===== config.mk =====
export PLATFORM = sky130hd
export DESIGN_NAME = bcd_serial_add_ctrl
export DESIGN_NICKNAME = d
export VERILOG_FILES = /design/src/rtl/bcd_serial_add_ctrl.sv
export SDC_FILE = /design/constraint.sdc
export NUM_CORES = 1
export LEC_CHECK = 0
export ABC_AREA = 1
export BUFFER_PORTS_ARGS = -buffer_cell sky130_fd_sc_hd__buf_4
export CAP_MARGIN = 20
export CORE_MARGIN = 2
export CORE_UTILIZATION = 40
export CTS_CLUSTER_SIZE = 12
export DETAILED_ROUTE_END_ITERATION = 12
export PLACE_DENSITY = 0.62
export SLEW_MARGIN = 10
export SYNTH_ARGS = -nofsm -noshare
export SYNTH_HDL_FRONTEND = slang
export SYNTH_SLANG_ARGS = --single-unit

===== constraint.sdc =====
create_clock -name clk -period 2.9 [get_ports clk]
set_input_delay 0.58 -clock clk [delete_from_list [all_inputs] [get_ports clk]]
set_output_delay 0.58 -clock clk [all_outputs]
set_load 0.02 [all_outputs]

===== src/rtl/bcd_serial_add_ctrl.sv =====
// ----------------------------------------------------------------------------
// BcdSerialAddCtrl: bcd_serial_add_ctrl
//
// Adds two NDIGITS-digit packed-BCD operands with one shared one-digit BCD
// add stage. One digit is processed per clock, least significant digit first.
// Operands are captured on accept. The registered sum and carry are published
// on the edge that enters DONE.
//
// Ports:
//   clk    in   clock, all state changes on the rising edge
//   reset  in   synchronous active-high reset
//   start  in   request, only looked at while ready=1
//   a, b   in   4*NDIGITS packed-BCD addends, digit i at [4i+3:4i]
//   cin    in   carry into digit 0
//   ready  out  a start will be accepted this cycle (IDLE or DONE)
//   busy   out  addition in progress (RUN)
//   done   out  one-cycle pulse, s/cout valid from this cycle on
//   s      out  registered BCD sum
//   cout   out  registered carry out of the top digit
//   err    out  only when BCD_SERIAL_CHECK_EN is defined: an operand of the
//               last addition held a digit greater than 9
//
// Optional build macro: BCD_SERIAL_CHECK_EN (adds err and operand checking).
// ----------------------------------------------------------------------------
module bcd_serial_add_ctrl #(
    parameter int NDIGITS = 4
) (
    input  logic                 clk,
    input  logic                 reset,
    input  logic                 start,
    input  logic [4*NDIGITS-1:0] a,
    input  logic [4*NDIGITS-1:0] b,
    input  logic                 cin,
    output logic                 ready,
    output logic                 busy,
    output logic                 done,
    output logic [4*NDIGITS-1:0] s,
    output logic                 cout
`ifdef BCD_SERIAL_CHECK_EN
    ,
    output logic                 err
`endif
);

    localparam int W  = 4 * NDIGITS;
    localparam int CW = (NDIGITS > 1) ? $clog2(NDIGITS) : 1;
    localparam logic [CW-1:0] LAST = CW'(NDIGITS - 1);

    localparam logic [1:0] IDLE = 2'd0;
    localparam logic [1:0] RUN  = 2'd1;
    localparam logic [1:0] DONE = 2'd2;

    logic [1:0]    state_q,   state_d;
    logic [W-1:0]  aWork_q,   aWork_d;
    logic [W-1:0]  bWork_q,   bWork_d;
    logic [W-1:0]  sumWork_q, sumWork_d;
    logic          carry_q,   carry_d;
    logic [CW-1:0] cnt_q,     cnt_d;
    logic [W-1:0]  s_q,       s_d;
    logic          cout_q,    cout_d;

    logic [4:0]    digitSum;
    logic [4:0]    digitAdj;
    logic [3:0]    digitOut;
    logic          digitCarry;
    logic [W+3:0]  sumConcat;
    logic [W-1:0]  sumShifted;

`ifdef BCD_SERIAL_CHECK_EN
    logic          errFlag_q, errFlag_d;
    logic          err_q,     err_d;
    logic          opInvalid;
`endif

    // One-digit BCD add on the low digits of the working operands. The
    // subtract-10 correction is applied to the raw 5-bit sum, so digits
    // above 9 give a deterministic (non-BCD) result rather than an error.
    always_comb begin
        digitSum   = {1'b0, aWork_q[3:0]} + {1'b0, bWork_q[3:0]} + {4'd0, carry_q};
        digitAdj   = digitSum - 5'd10;
        digitOut   = digitSum[3:0];
        digitCarry = 1'b0;
        if (digitSum >= 5'd10) begin
            digitOut   = digitAdj[3:0];
            digitCarry = 1'b1;
        end
        // New digit enters at the MSB end; after NDIGITS shifts the first
        // digit produced has walked down to the LSB position.
        sumConcat  = {digitOut, sumWork_q};
        sumShifted = sumConcat[W+3:4];
    end

`ifdef BCD_SERIAL_CHECK_EN
    // Flags any operand digit outside 0..9 at accept time.
    always_comb begin
        opInvalid = 1'b0;
        for (int i = 0; i < NDIGITS; i++) begin
            if ((a[4*i +: 4] > 4'd9) || (b[4*i +: 4] > 4'd9)) begin
                opInvalid = 1'b1;
            end
        end
    end
`endif

    // Control FSM and datapath next-state. IDLE and DONE behave identically
    // on start so back-to-back requests need no idle bubble. s/cout only
    // change on the RUN->DONE edge so they hold across the next operation.
    always_comb begin
        state_d   = state_q;
        aWork_d   = aWork_q;
        bWork_d   = bWork_q;
        sumWork_d = sumWork_q;
        carry_d   = carry_q;
        cnt_d     = cnt_q;
        s_d       = s_q;
        cout_d    = cout_q;
`ifdef BCD_SERIAL_CHECK_EN
        errFlag_d = errFlag_q;
        err_d     = err_q;
`endif
        case (state_q)
            IDLE, DONE: begin
                if (start) begin
                    aWork_d   = a;
                    bWork_d   = b;
                    sumWork_d = '0;
                    carry_d   = cin;
                    cnt_d     = '0;
                    state_d   = RUN;
`ifdef BCD_SERIAL_CHECK_EN
                    errFlag_d = opInvalid;
`endif
                end else begin
                    state_d = IDLE;
                end
            end
            RUN: begin
                aWork_d   = aWork_q >> 4;
                bWork_d   = bWork_q >> 4;
                sumWork_d = sumShifted;
                carry_d   = digitCarry;
                cnt_d     = cnt_q + CW'(1);
                if (cnt_q == LAST) begin
                    s_d     = sumShifted;
                    cout_d  = digitCarry;
                    state_d = DONE;
`ifdef BCD_SERIAL_CHECK_EN
                    err_d   = errFlag_q;
`endif
                end
            end
            default: begin
                state_d = IDLE;
            end
        endcase
    end

    // State registers; reset wins over everything including a running add.
    always_ff @(posedge clk) begin
        if (reset) begin
            state_q   <= IDLE;
            aWork_q   <= '0;
            bWork_q   <= '0;
            sumWork_q <= '0;
            carry_q   <= 1'b0;
            cnt_q     <= '0;
            s_q       <= '0;
            cout_q    <= 1'b0;
`ifdef BCD_SERIAL_CHECK_EN
            errFlag_q <= 1'b0;
            err_q     <= 1'b0;
`endif
        end else begin
            state_q   <= state_d;
            aWork_q   <= aWork_d;
            bWork_q   <= bWork_d;
            sumWork_q <= sumWork_d;
            carry_q   <= carry_d;
            cnt_q     <= cnt_d;
            s_q       <= s_d;
            cout_q    <= cout_d;
`ifdef BCD_SERIAL_CHECK_EN
            errFlag_q <= errFlag_d;
            err_q     <= err_d;
`endif
        end
    end

    assign ready = (state_q == IDLE) || (state_q == DONE);
    assign busy  = (state_q == RUN);
    assign done  = (state_q == DONE);
    assign s     = s_q;
    assign cout  = cout_q;
`ifdef BCD_SERIAL_CHECK_EN
    assign err   = err_q;
`endif

endmodule

==> results.tsv, run 1 <==
stage	metric	value	unit
pwr	powerDensity	663	nW/um2
hold_path	holdCritPathClass	reg2reg	
drt	avgViaCountPerCell	5.11	
floorplan	die_area	7620	um2
setup_path	crit_fanout	4	
layout	antenna_cells	0	
floorplan	fp.dieH	87.3	um
pwr	switching_share	26.8	%
place	gp_congestion	0.884	
drt	drt_iter0_drc	91	
sta	fin_crit_sh	75.6	%
drt	drc	0	
outcome	status	finished clean	
layout	final_nets	434	
place	portBuffers	55	
global_routing	grt_usage	19.0	%
global_routing	use_met3	5.97	%
logic_synthesis	ys_ff_latch	66	
layout	fillCellCount	695	
logic_synthesis	yosys_most_used_dff	dfxtp_1	
logic_synthesis	yosys.area.top_type	dfxtp_1	
pwr	vdd_drop_max	0.000306	V
place	dpl.hpwl	4390	um
sta	layout_min_cycle_time	2.19	ns
logic_synthesis	synth_edf_count	0	
pwr	power_switching	0.610	mW
logic_synthesis	syn-cell-area	2780	um2
global_routing	grt-busiest-layer	met2	
logic_synthesis	yosys-top-cells-count	nand2_1 (81), dfxtp_1 (66), nor2_1 (33)	
global_routing	grt-ovfl-total	0	
logic_synthesis	synthCells	343	
clocking	cts_tree	yes	
pwr	p_int	1.66	mW
setup_path	critPathSlowestCell	fa_1	
pwr	combPwrFrac	15.0	%
clocking	post_cts_resized	0	
sta	tightest_slew	0.671	ns
clocking	insertion_delay	0.35	ns
sta	maxSlewHeadroom	55.2	%
logic_synthesis	avgSynthCellArea	8.09	um2
layout	final_util	50.8	%
clocking	cts_setup_buffers	0	
layout	drive_gt1_share	22.0	%
floorplan	initial_utilization	41.1	%
pwr	p_seq_share	44.0	%
setup_path	reg2reg_depth	12	
global_routing	grt_pass1_wl	11100	um
drt	ant_nets	0	
setup_path	cp_common_cell	nand2_1	
clocking	cts_buffer_depth	2	
clocking	clk_pin_slew	0.07	ns
logic_synthesis	async_reset_ff_share	0	%
setup_path	arrival	2.44	ns
clocking	cts_buffers	9	
sta	setup_viol_count_final	0	
global_routing	use_met2	30.0	%
layout	area_delta_synth_final	23.5	%
drt	drtPass1Iterations	4	
logic_synthesis	yosysWarnings	0	
drt	wl_per_cell	13.7	um
setup_path	cpPeakStageDelay	0.46	ns
logic_synthesis	synthDistinctLibCells	30	
logic_synthesis	syn-num-nets	386	
sta	hold_viol	0	
layout	fin_area	3430	um2
floorplan	fp.dieW	87.3	um
run	maxCapViolCount	0	
logic_synthesis	synth_most_common_cell	nand2_1	
setup_path	cp.buffers_inverters	2	
clocking	cts-htree-levels	3	
hold_path	whs_path_depth	2	
global_routing	grt_max_degree	28	
pwr	leakage	1.52	nW
setup_path	worstSetupPathType	reg2reg	
floorplan	core_area	6760	um2
sta	hold_ws	0.462	ns
logic_synthesis	seq_area_frac_synth	47.6	%
clocking	cts_hold_buf	0	
clocking	cts_root_buf	clkbuf_8	
sta	drv_slew	0	
clocking	numClockSinks	66	
global_routing	globalRouteMet1Util	24.6	%
sta	fmax	0.456	GHz
drt	num_vias	2433	
floorplan	ios	56	
setup_path	crit_cells	12	
setup_path	crit_chain	fa_1 > inv_1 > fa_1 > ha_1 > nand2_1 > nand3_2 > nand2_2 > nand2_1 > nand2_1 > nand2_1 > nand2_1 > inv_1	
global_routing	antenna_found_initial	0	
drt	wl	6530	um
setup_path	start_kind	register	
pwr	p_clk_share	41.0	%
sta	grt_setup_unrepaired	no	
floorplan	rows	30	
sta	finClkSkew	0.00713	ns
logic_synthesis	yosys.area.top_type_share	47.6	%
logic_synthesis	synth_area_leaders	dfxtp_1 (48%), nand2_1 (11%), o221ai_1 (6.9%)	
global_routing	grt_pass1_vias	2378	
setup_path	crit_path_end_kind	register	
setup_path	critPathRequiredTime	3.14	ns
sta	fin_setup_tns	0	ns
setup_path	path_delay_family	adder cells	
place	place_area	3190	um2
-- area by class of cell --
class / count / area [um2] / area share, %
Clock buffer: 9 / 124 / 3.61
Tap cell: 80 / 100 / 2.92
Multi-Input combinational cell: 233 / 1240 / 36.2
Timing Repair Buffer: 58 / 435 / 12.7
Sequential cell: 66 / 1320 / 38.5
Inverter: 23 / 91.3 / 2.66
Clock inverter: 7 / 118 / 3.43
-- state kept, by name, indices dropped and copies added, names as in the netlist --
name,cells
aWork_q,16
bWork_q,16
carry_q,1
cnt_q,2
cout,1
s,16
state_q,2
sumWork_q,12
-- per-stage QoR --
| stage | setup WS [ns] | power [mW] | instances |
|---|---|---|---|
| final | 0.708 | 2.27 | 476 |
| after global routing | 0.511 | 2.38 | 476 |
| after CTS | 0.710 | 2.30 | 476 |
| after detailed placement | 0.736 | 1.36 | 460 |
| after global placement | 0.775 | 1.36 | 460 |
| after floorplan | 0.846 | 1.27 | 343 |
-- tightest hold or removal path: cells and delay by family, from the launching register on --
kind | cells | cell delay (ns)
DFF | 1 | 0.31
and+or+nand+nor | 1 | 0.06
AOI/OAI and AO/OA | 1 | 0.05
-- power by group through the flow --
| stage | Clock (mW) | Sequential (mW) | Combinational (mW) |
|---|---|---|---|
| floorplan | 0 | 1.01 | 0.257 |
| global placement | 0 | 1.02 | 0.337 |
| detailed placement | 0 | 1.02 | 0.340 |
| CTS | 0.956 | 1.00 | 0.343 |
| global route | 0.991 | 1.01 | 0.387 |
| finish | 0.932 | 1.00 | 0.342 |
-- cell families after synthesis --
family          Yosys count  synth area share (%)
simple gates            164                  26.1
compound gates           62                  14.9
fa+ha+maj                 7                  3.70
flops                    66                  47.6
buf+inv                  44                  7.75
-- cells in the final DEF (no fill, tap or decap), types with 5 or more instances in the layout --
cell type | Yosys | layout
nand2_1 | 81 | 81
o21ai_0 | 9 | 9
ha_1 | 5 | 5
nor3_1 | 24 | 24
clkbuf_8 | 0 | 9
dfxtp_1 | 66 | 66
nand3_1 | 19 | 19
nor2_1 | 33 | 33
buf_4 | 2 | 58
inv_1 | 17 | 17
o221ai_1 | 22 | 22
a21oi_1 | 22 | 22
-- per-layer routing --
| metal | up-vias | part of all wire, % | routed length [um] |
|---|---|---|---|
| met5 | - | 0 | 0 |
| met4 | 0 | 1.5 | 96 |
| met3 | 8 | 5.6 | 368 |
| met2 | 62 | 45 | 2950 |
| met1 | 1109 | 48 | 3110 |
| li1 | 1254 | - | - |
-- final timing paths --
path | from | end | slack [ns]
max | aWork_q[0] | s[14] | 0.71
min reg2reg | sumWork_q[7] | sumWork_q[7] | 0.46
min | sumWork_q[7] | sumWork_q[7] | 0.46
max reg2reg | aWork_q[0] | s[14] | 0.71
No activity file was read; power rests on OpenSTA's default activity.
==> inputs of run 2 (changes only) <==
Settings changed: PLACE_DENSITY 0.62 to 0.65.
Clock period 2.9 ns to 2 ns, I/O delays scaled along.
==> run 2 against run 1 <==
Compared with the run above: the flow now finishes with violations (setup timing); clock skew grew 0.0020 ns; setup slack got worse by 0.83 ns; cell count grew 2.1%; final area increased by 2.4%; register-to-register slack got worse by 0.83 ns; wire length rose by 7.4%; highest routed layer unchanged.
==> results.tsv, run 2 (same netlist as run 1, synthesis figures left out) <==
stage	metric	value	unit
drt	drt_iter0_drc	92	
clocking	cts_hold_buf	0	
pwr	leakage	1.56	nW
sta	grt_setup_unrepaired	yes	
setup_path	start_kind	register	
floorplan	ios	56	
global_routing	grt_pass1_vias	2357	
global_routing	grt_pass1_wl	11200	um
drt	highest_layer	met4	
layout	final_nets	444	
outcome	status	finished, violations left	
clocking	insertion_delay	0.34	ns
drt	avgViaCountPerCell	5.23	
drt	wl	7020	um
floorplan	fp.dieH	87.3	um
setup_path	crit_path_end_kind	register	
setup_path	crit_chain	fa_2 > inv_2 > fa_2 > nor2_1 > nand3_1 > nand2_2 > nand3_4 > nand2_4 > nand2_2 > nand2_2 > nand2_1 > nand2_1 > inv_1	
setup_path	critPathRequiredTime	2.25	ns
run	maxCapViolCount	0	
place	dpl.hpwl	4680	um
sta	hold_viol	0	
drt	wl_per_cell	14.4	um
pwr	vdd_drop_max	0.000348	V
setup_path	crit_fanout	4	
clocking	cts_tree	yes	
sta	tightest_slew	0.369	ns
sta	layout_setup_ws	-0.121	ns
floorplan	initial_utilization	41.1	%
sta	drv_slew	0	
sta	layout_min_cycle_time	2.12	ns
setup_path	worstSetupPathType	reg2reg	
setup_path	cpPeakStageDelay	0.46	ns
drt	met2_length	3210	um
setup_path	path_delay_family	adder cells	
clocking	cts-htree-levels	3	
sta	fin_crit_sh	106	%
place	portBuffers	55	
floorplan	fp.dieW	87.3	um
global_routing	grt_max_degree	28	
drt	drc	0	
place	gp_congestion	0.895	
global_routing	antenna_found_initial	0	
drt	num_vias	2540	
layout	final_common_cell	nand2_1	
sta	finClkSkew	0.00916	ns
pwr	powerDensity	903	nW/um2
clocking	clk_pin_slew	0.08	ns
drt	drtPass1Iterations	5	
floorplan	die_area	7620	um2
drt	ant_nets	0	
layout	area_delta_synth_final	26.5	%
layout	antenna_cells	0	
layout	layoutNonFillerInstCount	486	
floorplan	core_area	6760	um2
clocking	cts_buffers	9	
layout	mostFrequentLayoutCells	nand2_1 (74), buf_4 (68), dfxtp_1 (63)	
hold_path	holdCritPathClass	in2reg	
layout	drive_gt1_share	28.6	%
sta	maxSlewHeadroom	75.4	%
layout	final_util	52.0	%
drt	route.met3.wl	232	um
sta	setup_viol_count_final	6	
outcome	violations	setup timing	
floorplan	rows	30	
setup_path	cp.buffers_inverters	2	
setup_path	critPathSlowestCell	fa_2	
setup_path	cp_common_cell	nand2_2	
clocking	numClockSinks	66	
drt	wl_met1	3390	um
clocking	cts_root_buf	clkbuf_8	
sta	fmax	0.472	GHz
global_routing	grt-ovfl-total	0	
global_routing	grt_usage	19.1	%
setup_path	arrival	2.37	ns
place	place_inst	468	
clocking	cts_buffer_depth	2	
==> run 2: routing by layer <==
| metal | track usage, % | up-vias |
|---|---|---|
| li1 | - | 1286 |
| met4 | 10.6 | 0 |
| met1 | 25.6 | 1181 |
| met3 | 3.22 | 16 |
| met2 | 29.1 | 57 |
| met5 | 0 | - |
==> run 2: report_power, final <==
| part | total (mW) | internal, mW | switching, mW | leakage, nW |
|---|---|---|---|---|
| combinational | 0.648 | 0.271 | 0.377 | 0.927 |
| clock | 1.07 | 0.567 | 0.502 | 0.0958 |
| sequential | 1.45 | 1.40 | 0.0535 | 0.541 |
| total | 3.17 | 2.24 | 0.933 | 1.56 |
==> run 2: cell type report <==
class	instances	area (um2)
clock inverters	6	57.6
repair buffers	68	510
clock buffers	10	128
fillers	649	3240
well taps	80	100
flip-flops and latches	66	1330
inverters	23	91.3
multi-input cells	233	1300
==> run 2: stage by stage <==
stage	power [mW]	TNS [ns]	area, um2	setup WS [ns]	hold slack [ns]
floorplan	1.84	0	2780	0.00328	0.428
global placement	2.02	-0.0787	3250	-0.0391	0.446
detailed placement	2.03	-0.533	3250	-0.133	0.451
CTS	3.11	-0.172	3440	-0.0592	0.273
global route	3.33	-1.27	3510	-0.228	0.289
finish	3.17	-0.485	3510	-0.121	0.289
==> run 2: final timing paths <==
| kind | from | to | slack, ns | cells past startpoint |
|---|---|---|---|---|
| worst max-delay path | carry_q | s[13] | -0.12 | 13 |
| worst min-delay path | a[9] | aWork_q[9] | 0.29 | 3 |
| worst max register to register | carry_q | s[13] | -0.12 | 13 |
| worst min register to register | cnt_q[0] | cnt_q[0] | 0.46 | 1 |
==> run 2: worst min-delay path: cells and delay by family <==
| family | cells | cell delay (ns) |
|---|---|---|
| AND/OR/NAND/NOR | 2 | 0.12 |
| buffers and inverters | 1 | 0.08 |
==> run 2: repair_timing <==
item	CTS	global route
endpoints found under the setup margin	8	8
cloned	0	0
gates resized for setup	5	17
pin swaps	2	11
setup buffers	0	2
==> inputs of run 3 (changes only) <==
Settings changed: CORE_UTILIZATION 40 to 30, PLACE_DENSITY 0.65 to 0.52, SKIP_LAST_GASP set to 1.
==> run 3 against run 2 <==
Compared with the run above: the flow still finishes with violations (setup timing); register-to-register slack improved by 0.04 ns; clock skew shrank 0.0027 ns; global-route usage fell by 4.0 points; maximum frequency is 1.7% higher; setup slack better by 0.035 ns; hold slack worse by 0.0064 ns; critical endpoint is now s[14]; largest power group unchanged; highest routed layer unchanged.
==> results.tsv, run 3 (same netlist as run 1, synthesis figures left out) <==
stage	metric	value	unit
outcome	status	finished, violations left	
outcome	violations	setup timing	
setup_path	cp.buffers_inverters	2	
floorplan	ios	56	
setup_path	cp_common_cell	nand2_1	
pwr	vdd_drop_max	0.000404	V
sta	hold_viol	0	
layout	final_nets	444	
global_routing	grt-ovfl-total	0	
setup_path	crit_fanout	4	
setup_path	critPathSlowestCell	fa_2	
pwr	fin_total_pwr	3.22	mW
drt	ant_nets	0	
drt	highest_layer	met4	
global_routing	grt_pass1_vias	2378	
drt	drt_iter0_drc	113	
clocking	cts_hold_buf	0	
clocking	insertion_delay	0.34	ns
clocking	cts-htree-levels	3	
hold_path	min-delay-start	a[7]	
sta	setup_viol_count_final	6	
pwr	powerDensity	907	nW/um2
setup_path	cpPeakStageDelay	0.47	ns
setup_path	path_delay_family	adder cells	
global_routing	antenna_found_initial	0	
hold_path	hold_path_end	aWork_q[7]	
setup_path	crit_path_end_kind	register	
sta	maxSlewHeadroom	75.0	%
clocking	clk_pin_slew	0.07	ns
layout	antenna_cells	0	
layout	layoutNonFillerInstCount	516	
drt	wl_per_cell	13.9	um
sta	drv_slew	0	
setup_path	reg2reg_slack	-0.09	ns
layout	fin_area	3540	um2
sta	fin_crit_sh	104	%
sta	grt_setup_unrepaired	yes	
drt	wl	7170	um
floorplan	fp.dieW	100	um
floorplan	die_area	10000	um2
sta	layout_setup_ws	-0.0851	ns
drt	drc	0	
place	place_area	3280	um2
run	maxCapViolCount	0	
pwr	leakage	1.56	nW
clocking	cts_tree	yes	
setup_path	worstSetupPathType	reg2reg	
drt	wl_met1	3440	um
setup_path	arrival	2.33	ns
place	dpl.hpwl	4870	um
setup_path	r2r_start	aWork_q[0]	
sta	tightest_slew	0.375	ns
global_routing	grt_pass1_wl	11800	um
clocking	cts_buffers	9	
global_routing	grt_usage	15.1	%
layout	fillCellCount	978	
setup_path	start_kind	register	
place	place_inst	497	
drt	avgViaCountPerCell	4.85	
setup_path	crit_chain	fa_2 > inv_2 > fa_2 > nor2_1 > nand3_1 > nand2_1 > nand3_2 > nand2_4 > nand2_2 > nand2_1 > nand2_1 > nand2_1 > inv_1	
hold_path	whs_path_depth	3	
setup_path	critPathRequiredTime	2.25	ns
layout	final_common_cell	nand2_1	
layout	drive_gt1_share	26.4	%
clocking	cts_root_buf	clkbuf_8	
clocking	cts_buffer_depth	2	
layout	mostFrequentLayoutCells	nand2_1 (78), buf_4 (68), dfxtp_1 (63)	
hold_path	holdCritPathClass	in2reg	
sta	fmax	0.480	GHz
drt	route.met3.wl	341	um
drt	num_vias	2501	
setup_path	r2r_end	s[14]	
floorplan	core_area	9110	um2
layout	area_delta_synth_final	27.6	%
drt	drtPass1Iterations	4	
sta	layout_min_cycle_time	2.09	ns
floorplan	fp.dieH	100	um
global_routing	grt_max_degree	28	
sta	finClkSkew	0.00649	ns
floorplan	rows	35	
drt	met2_length	3310	um
floorplan	initial_utilization	30.5	%
clocking	numClockSinks	66	
place	gp_congestion	0.765	
setup_path	reg2reg_depth	13	
place	portBuffers	55	
place	pre_cts_ws	-0.121	ns
[run 3: cell count changes in the layout (fill, tap and decap cells not counted), moves of 2 or more]
cell and change:
clkbuf_8 +3, nand2_2 -3, nand3_1 +2, nand2_1 +4, clkinv_2 -3
[run 3: cell type report]
class,instances,area (um2),share of cell area [%]
Clock buffer,13,169,4.77
Multi-Input combinational cell,233,1270,35.9
Clock inverter,2,35.0,0.989
Inverter,23,91.3,2.58
Timing Repair Buffer,68,510,14.4
Sequential cell,66,1330,37.4
Tap cell,111,139,3.92
[run 3: worst min-delay path: stages]
cell and delay, ns:
buf_4 0.08, nor3_1 0.04, nor2_1 0.08
[run 3: timing repair]
action | 4_1_cts | 5_1_grt
buffers inserted | 2 | 2
setup endpoints to repair | 7 | 8
gates resized for setup | 5 | 8
pin swaps | 3 | 9
hold endpoints to repair | 0 | 0
[run 3: metal layers]
| metal | vias to the layer above | GRT usage [%] |
|---|---|---|
| met3 | 10 | 4.94 |
| met2 | 63 | 24.4 |
| met1 | 1143 | 19.6 |
| met4 | 0 | 3.79 |
| li1 | 1285 | - |
| met5 | - | 0 |
[run 3: power by group]
group | total, mW | internal [mW] | switching [mW] | leakage (nW)
Combinational | 0.608 | 0.263 | 0.345 | 0.917
Sequential | 1.45 | 1.40 | 0.0523 | 0.541
Clock | 1.16 | 0.670 | 0.486 | 0.106
Total | 3.22 | 2.33 | 0.883 | 1.56
[run 3: per-stage QoR]
step                      TNS [ns]  utilization (%)  hold slack, ns
after floorplan                  0                -           0.428
after global placement      -0.148             36.0           0.443
after detailed placement    -0.479             36.0           0.454
after CTS                   -0.189             38.5           0.268
after global routing         -1.11             38.9           0.278
final                       -0.297             38.9           0.283
[run 3: worst max path at each step]
stage | to | start | slack (ns) | cells past startpoint
2_1_floorplan | s[13] | aWork_q[0] | 0.003 | 12
3_3_place_gp | s[13] | aWork_q[0] | -0.06 | 16
3_5_place_dp | s[13] | aWork_q[0] | -0.12 | 16
4_1_cts | s[13] | bWork_q[0] | -0.07 | 13
5_1_grt | s[14] | aWork_q[0] | -0.21 | 13
6_report | s[14] | aWork_q[0] | -0.09 | 13
